**src/rtl/uart_tx_pkg.sv**
```systemverilog
// Shared UART definitions: FSM state encoding and default baud divisor
// used by both the transmitter and the receiver.
package uart_tx_pkg;

  typedef enum logic [1:0] {
    IDLE  = 2'd0,
    START = 2'd1,
    DATA  = 2'd2,
    STOP  = 2'd3
  } uart_state_e;

  // 50 MHz system clock / 115200 baud
  localparam int UART_CLKS_PER_BIT = 434;

endpackage

```
**src/rtl/uart_tx_if.sv**
```systemverilog
// First-word-fall-through FIFO read port between a word source and the UART transmitter.
interface uart_tx_if #(
  parameter int W = 8
);
  logic [W-1:0] fifo_data;
  logic         fifo_empty;
  logic         fifo_pop;

  modport master (output fifo_data, output fifo_empty, input fifo_pop);
  modport slave  (input fifo_data, input fifo_empty, output fifo_pop);
endinterface

```
**src/rtl/uart_baud_cnt.sv**
```systemverilog
// Bit-period counter: counts 0..CLKS_PER_BIT-1 and flags the last cycle of each bit.
module uart_baud_cnt #(
  parameter int CLKS_PER_BIT = 434
) (
  input  logic clk,
  input  logic reset,
  input  logic clear,
  output logic tick
);
  localparam int CNT_W = $clog2(CLKS_PER_BIT);

  logic [CNT_W-1:0] cnt;

  assign tick = (cnt == CNT_W'(CLKS_PER_BIT - 1));

  always_ff @(posedge clk) begin
    if (reset || clear || tick) cnt <= '0;
    else                        cnt <= cnt + 1'b1;
  end
endmodule

```
**src/rtl/uart_tx.sv**
```systemverilog
// UART transmitter: pops words from a FWFT FIFO and sends 8N1-style frames, LSB first.
//
// state | meaning
// IDLE  | line high; pops and latches the FIFO head when it is non-empty
// START | start bit (low) for one bit period
// DATA  | W data bits, LSB first, bit_idx = 0..W-1
// STOP  | line high for STOP_BITS bit periods, bit_idx counts stop bits
module uart_tx
  import uart_tx_pkg::*;
#(
  parameter int W            = 8,
  parameter int CLKS_PER_BIT = UART_CLKS_PER_BIT,
  parameter int STOP_BITS    = 1
) (
  input  logic       clk,
  input  logic       reset,
  uart_tx_if.slave   fifo,
  output logic       tx,
  output logic       busy
);
  localparam int IDX_W = (W > 1) ? $clog2(W) : 1;

  uart_state_e      state;
  logic [W-1:0]     shreg;
  logic [IDX_W-1:0] bit_idx;
  logic             pop;
  logic             baud_clear;
  logic             baud_tick;

  // Pop is combinational so the strobe lands in the same cycle the head word is latched.
  assign pop           = (state == IDLE) && !fifo.fifo_empty && !reset;
  assign fifo.fifo_pop = pop;
  assign busy          = (state != IDLE) || pop;
  assign baud_clear    = (state == IDLE);

  uart_baud_cnt #(
    .CLKS_PER_BIT (CLKS_PER_BIT)
  ) u_baud_cnt (
    .clk   (clk),
    .reset (reset),
    .clear (baud_clear),
    .tick  (baud_tick)
  );

  always_ff @(posedge clk) begin
    if (reset) begin
      state   <= IDLE;
      tx      <= 1'b1;
      shreg   <= '0;
      bit_idx <= '0;
    end else begin
      case (state)
        IDLE: begin
          if (pop) begin
            shreg   <= fifo.fifo_data;
            tx      <= 1'b0;
            bit_idx <= '0;
            state   <= START;
          end
        end
        START: begin
          if (baud_tick) begin
            tx    <= shreg[0];
            shreg <= shreg >> 1;
            state <= DATA;
          end
        end
        DATA: begin
          if (baud_tick) begin
            if (bit_idx == IDX_W'(W - 1)) begin
              tx      <= 1'b1;
              bit_idx <= '0;
              state   <= STOP;
            end else begin
              tx      <= shreg[0];
              shreg   <= shreg >> 1;
              bit_idx <= bit_idx + 1'b1;
            end
          end
        end
        STOP: begin
          if (baud_tick) begin
            if (bit_idx == IDX_W'(STOP_BITS - 1)) begin
              bit_idx <= '0;
              state   <= IDLE;
            end else begin
              bit_idx <= bit_idx + 1'b1;
            end
          end
        end
        default: state <= IDLE;
      endcase
    end
  end
endmodule

```
**src/flat_wrapper.sv**
```systemverilog
// flat-port wrapper written by rule: the top's interface ports become plain ports
module uart_tx_flat import uart_tx_pkg::*;
#(
  parameter int W            = 8,
  parameter int CLKS_PER_BIT = UART_CLKS_PER_BIT,
  parameter int STOP_BITS    = 1
)
  (clk, reset, tx, busy, fifo_fifo_data, fifo_fifo_empty, fifo_fifo_pop);
  uart_tx_if #(.W(W)) fifo_i ();
  input  logic clk;
  input  logic reset;
  output logic tx;
  output logic busy;
  input wire logic [$bits(fifo_i.fifo_data)-1:0] fifo_fifo_data;
  input wire logic [$bits(fifo_i.fifo_empty)-1:0] fifo_fifo_empty;
  output wire logic [$bits(fifo_i.fifo_pop)-1:0] fifo_fifo_pop;
  assign fifo_i.fifo_data = fifo_fifo_data;
  assign fifo_i.fifo_empty = fifo_fifo_empty;
  assign fifo_fifo_pop = fifo_i.fifo_pop;
  uart_tx #(.W(W), .CLKS_PER_BIT(CLKS_PER_BIT), .STOP_BITS(STOP_BITS)) u_core (.clk(clk), .reset(reset), .fifo(fifo_i), .tx(tx), .busy(busy));
endmodule
```
**config.mk**
```make
export PLATFORM = sky130hd
export DESIGN_NAME = uart_tx_flat
export DESIGN_NICKNAME = d
export VERILOG_FILES = /design/src/rtl/uart_tx_pkg.sv /design/src/rtl/uart_tx_if.sv /design/src/rtl/uart_baud_cnt.sv /design/src/rtl/uart_tx.sv /design/src/flat_wrapper.sv
export SDC_FILE = /design/constraint.sdc
export NUM_CORES = 1
export LEC_CHECK = 0
export CAP_MARGIN = 25
export CORE_ASPECT_RATIO = 0.9
export CORE_UTILIZATION = 30
export CTS_CLUSTER_SIZE = 25
export DETAILED_ROUTE_END_ITERATION = 8
export GPL_TIMING_DRIVEN = 0
export SLEW_MARGIN = 20
export SYNTH_ARGS = -nofsm -noshare
export SYNTH_HDL_FRONTEND = slang
export SYNTH_SLANG_ARGS = --single-unit
```
**constraint.sdc**
```tcl
create_clock -name clk -period 2.24 [get_ports clk]
set_clock_uncertainty 0.15 [all_clocks]
set_input_delay 0.56 -clock clk [delete_from_list [all_inputs] [get_ports clk]]
set_output_delay 0.56 -clock clk [all_outputs]
set_load 0.01 [all_outputs]
```
# Yosys cells after proc, flatten, opt, wreduce, memory -nomap -nowiden
# Index checks and enable logic that the tools add are counted.
# Widths: inputs -> output; s select.
# word_totals
register_bits	23
wordCells	58
out_inout_bits	3
in_bits	11
# op_classes
eq_ne	12
n_reduce_logical	16
muxes	23
add_sub_neg	2
# op_table
op	n
$mux 8	4
$pmux 8 s3	1
$mux 3	5
$mux 2	6
$add 9x1->9 const B	1
$eq 9x9->1 const B	1
$pmux 3 s3	1
$ne 2x2->1 const B	4
$pmux 2 s4	1
$reduce_and 4->1	2
$ne 2x1->1 const B	3
$reduce_and 6->1	1
$reduce_bool 3->1	2
$reduce_and 5->1	1
$eq 2x2->1 const B	2
$mux 1	4
$add 3x1->3 const B	1
$eq 3x3->1 const B	1
$logic_not 3->1	1
$logic_or 1x1->1	3
$pmux 1 s3	1
$eq 2x1->1 const B	1
$logic_and 1x1->1	2
$logic_not 1->1	2
2 further kinds	2

# Depth between registers and ports, before layout
# depth
word_depth	5
depth_mapped	7
ltp_nobuf	7

# Cells and area by module
# A second synthesis with hierarchy kept.
# hier_totals
hier_cells	143
area_unflattened_um2	1323.8
# modules_own_cells
module	area_each_um2	cells_each	instances
uart_tx	909.6	97	1
uart_baud_cnt	414.1	46	1

# Least setup slack after synthesis
# No wires, ideal clock.
# synth_path
path_kind	reg-to-reg
start	register u_core.state[0]
end	register u_core.bit_idx[2]
required_ps	2020
arrival_time_ps	1663
period_less_slack_ps	1884
stages_incl_launch_ff	8
path_buffers	0
setup_slack_ps	356
setup_ps	70
cell_sequence	dfxtp_1 > inv_1 > ha_1 > o21a_2 > inv_1 > nand2b_1 > or4b_1 > a21oi_1
# synth_between
elab_chain_cells	5
word_cells_on_any_way	11
# synth_lines
element	line_no	text
start, declared	uart_tx.sv:23	uart_state_e state;
start signal, assigned	uart_tx.sv:47	state <= IDLE;
start signal, assigned	uart_tx.sv:58	state <= START;
start signal, assigned	uart_tx.sv:65	state <= DATA;
$logic_not 2->1	uart_tx.sv:31, uart_tx.sv:52	
$logic_and 1x1->1 (2 in series)	uart_tx.sv:31	assign pop = (state == IDLE) && !fifo.fifo_empty && !reset;
$ne 2x1->1 (no line)	-	
$reduce_and 4->1 (no line)	-	
end signal, assigned	uart_tx.sv:77	bit_idx <= bit_idx + 1'b1;
end signal, assigned	uart_tx.sv:87	bit_idx <= bit_idx + 1'b1;
end, declared	uart_tx.sv:25	logic [IDX_W-1:0] bit_idx;
# Several ways; a longest one is shown, not always the timed one.
# A chain may end at the register's enable or synchronous reset.

# Final worst setup path
# layout_path
start	register u_core.state[1]
end	output port fifo_fifo_pop
# layout_between
elab_chain_cells	3
# layout_lines
element	line_no	text
$logic_not 2->1	uart_tx.sv:31	
$logic_and 1x1->1 (2 in series)	uart_tx.sv:31	
end, declared	flat_wrapper.sv:16	output wire logic [$bits(fifo_i.fifo_pop)-1:0] fifo_fifo_pop;
# No other way between the ends.

==> impl_metrics.json <==
{
  "outcome": "finished clean",
  "cp_max_fo": 5,
  "die_h_um": 66.1,
  "synthArstFlopShare_pct": 0,
  "start_util_pct": 32.5,
  "drc_errors": 0,
  "combPwrFrac_pct": 51.0,
  "switching_share_pct": 38.9,
  "grt_pass1_vias": 921,
  "ys_top_cells_by_area": "dfxtp_1 34%, ha_1 11%, mux2i_1 5.9%",
  "r2r_setup_slack_ps": 180,
  "synth_cell_types": 41,
  "fin_crit_sh_pct": 93.8,
  "yosysTopAreaCell": "dfxtp_1",
  "end_kind": "primary output",
  "synth_most_common_cell": "dfxtp_1",
  "cpMaxStageDelayCell": "dfxtp_1",
  "area_growth_pct": 20.2,
  "grt_max_degree": 15,
  "slew_violations": 0,
  "startpoint_type": "flop",
  "io_buffers": 13,
  "p_leak_uw": 0.000675,
  "fin_crit_ps": 2100,
  "antenna_cells": 0,
  "timing.fmax_mhz": 476,
  "final_util_pct": 39.0,
  "wl_um": 2530,
  "ff_latch_area_um2": 462,
  "synthTopCellsByCount": "23 x dfxtp_1, 20 x nand2_1, 15 x nor2_1",
  "grt_use_met1_pct": 17.5,
  "worst_slew_pin_slew_ps": 501,
  "grt.overflow.total": 0,
  "drt_iter0_drc": 52,
  "grt_pass1_wl_um": 4410,
  "multi_input_area_um2": 860,
  "wl_per_cell_um": 11.1,
  "powerDensity_mw_per_mm2": 1050,
  "ant_nets": 0,
  "tritoncts": "done",
  "cts_hold_buf": 0,
  "use_met2_pct": 16.9,
  "arrival_ps": 1390,
  "yosys.area.top_type_share_pct": 33.7,
  "io-pin-count": 14,
  "grt_setup_unrepaired": "no",
  "clockBufferDepth": 2,
  "syn-instance-count": 151,
  "worst_path_largest_cell_delay_ps": 350,
  "grt_use_met3_pct": 3.20,
  "dieWidth_um": 73.2,
  "synth_nets": 174,
  "dieArea_mm2": 0.00483,
  "p_switching_uw": 674,
  "max-slew-margin-rel_pct": 66.6,
  "path_cells": "inv_1 -> ha_1 -> nor3b_4 -> buf_2",
  "dr_total_vias": 1030,
  "dp_hpwl_um": 1800,
  "p_int_uw": 1060,
  "clk_pin_slew_ps": 100,
  "seq_power_share_pct": 32.8,
  "min_path_type": "reg -> reg",
  "layout-drive-gt1-share_pct": 16.0,
  "core_mm2": 0.00421,
  "clockRootBuffer": "clkbuf_8",
  "max_cap_violations": 0,
  "ir_drop_uv": 507,
  "first_pass_iters": 4,
  "clock-sinks": 23,
  "synth-seq-area-share_pct": 33.7,
  "required_ps": 1530,
  "synth_edf_count": 0,
  "finalNetCount": 193,
  "total_power_uw": 1730,
  "clkLatencyLatePin_ps": 280,
  "setup_viol": 0,
  "grtUsageTotal_pct": 11.9,
  "avgSynthCellArea_um2": 9.06,
  "gp_congestion": 0.754,
  "synth_seq_cells": 23,
  "antenna_found_initial": 0,
  "rows": 22,
  "ys_warn_count": 0,
  "grt.busiest_layer": "met1",
  "fillCellCount": 439,
  "timing.final.hold_violations": 0,
  "crit_type": "reg -> out",
  "syn-cell-area_mm2": 0.00137,
  "yosys_most_used_dff": "dfxtp_1",
  "ctsHtreeMaxLevel": 1,
  "viasPerCell": 4.50,
  "cts_buffers": 3,
  "pwr-share-clk_pct": 16.2
}
[layout make-up]
type / count / share of cell area, %
Buffer: 5 / 2.44
Sequential cell: 23 / 28.1
Timing Repair Buffer: 14 / 7.84
Clock buffer: 3 / 2.51
Multi-Input combinational cell: 115 / 52.3
Clock inverter: 1 / 0.457
Tap cell: 60 / 4.57
Inverter: 8 / 1.83
[registers in the layout, indices dropped and copies added, names as in the netlist]
signal / count
u_core.bit_idx: 3
u_core.u_baud_cnt.cnt: 9
u_core.shreg: 8
u_core.state: 2
u_core.tx: 1
[per-stage QoR]
step           std cells  setup TNS (ps)  setup slack [ps]  area (um^2)  hold WS (ps)
6_report             229               0               138         1640           311
5_1_grt              229               0              44.5         1640           334
4_1_cts              229           -8.02             -8.02         1650           315
2_1_floorplan        151               0               356         1370           280
3_3_place_gp         224           -3270              -673         1570           295
3_5_place_dp         224           -3430              -635         1570           302
[critical path: cells and delay by family, from the launching register on]
family	cells	cell delay (ps)
buf+inv	2	300
fa+ha+maj	1	250
simple gates	1	210
flops	1	350
[final timing paths]
check / to / cells after the start / start
min: u_core.shreg[1] / 2 / u_core.shreg[1]
max: fifo_fifo_pop / 4 / u_core.state[1]
min reg2reg: u_core.shreg[1] / 2 / u_core.shreg[1]
max reg2reg: u_core.shreg[4] / 7 / u_core.state[1]
[placed cells by master (no fill, tap or decap), types with 2 or more instances in the layout]
cell | synthesis | layout
a21oi_1 | 7 | 7
and3_1 | 2 | 2
buf_2 | 1 | 2
buf_4 | 1 | 2
clkbuf_8 | 0 | 3
clkdlybuf4s50_1 | 0 | 9
dfxtp_1 | 23 | 22
ha_1 | 12 | 12
inv_1 | 8 | 8
mux2_2 | 7 | 7
mux2i_1 | 8 | 8
nand2_1 | 20 | 20
nand2b_1 | 2 | 2
nand3_1 | 4 | 4
nor2_1 | 15 | 15
nor2b_1 | 2 | 2
nor3_1 | 3 | 3
o21ai_0 | 4 | 4
or4b_1 | 2 | 2
xnor2_1 | 4 | 4
xor2_1 | 3 | 3
[repair_timing]
action | CTS | global route
buffers inserted | 1 | 0
setup endpoints to repair | 7 | 2
pin swaps | 1 | 0
gates resized for setup | 13 | 3
[power groups by stage]
stage,Combinational [uW],Clock [uW],Sequential [uW]
floorplan,674,0,564
global placement,868,0,576
detailed placement,871,0,575
CTS,897,292,569
global route,991,306,585
finish,883,281,568
[per-layer routing]
metal / part of all wire (%) / vias to the layer above
met5: 0 / -
met4: 0.99 / 0
met3: 3.3 / 4
met2: 41 / 14
met1: 54 / 457
li1: - / 555
[logic make-up (layout without fill, tap and decap cells)]
kind of cell | count (synthesis) | count (layout) | synth area share [%]
and+or+nand+nor | 59 | 59 | 22.3
AOI/OAI and AO/OA | 22 | 22 | 12.6
adders and majority gates | 12 | 12 | 11.0
DFF | 23 | 23 | 33.7
buffers and inverters | 13 | 31 | 4.30
muxes | 15 | 15 | 11.6
xor gates and xnor gates | 7 | 7 | 4.48
Note: power is estimated with default switching activity, not from simulation.
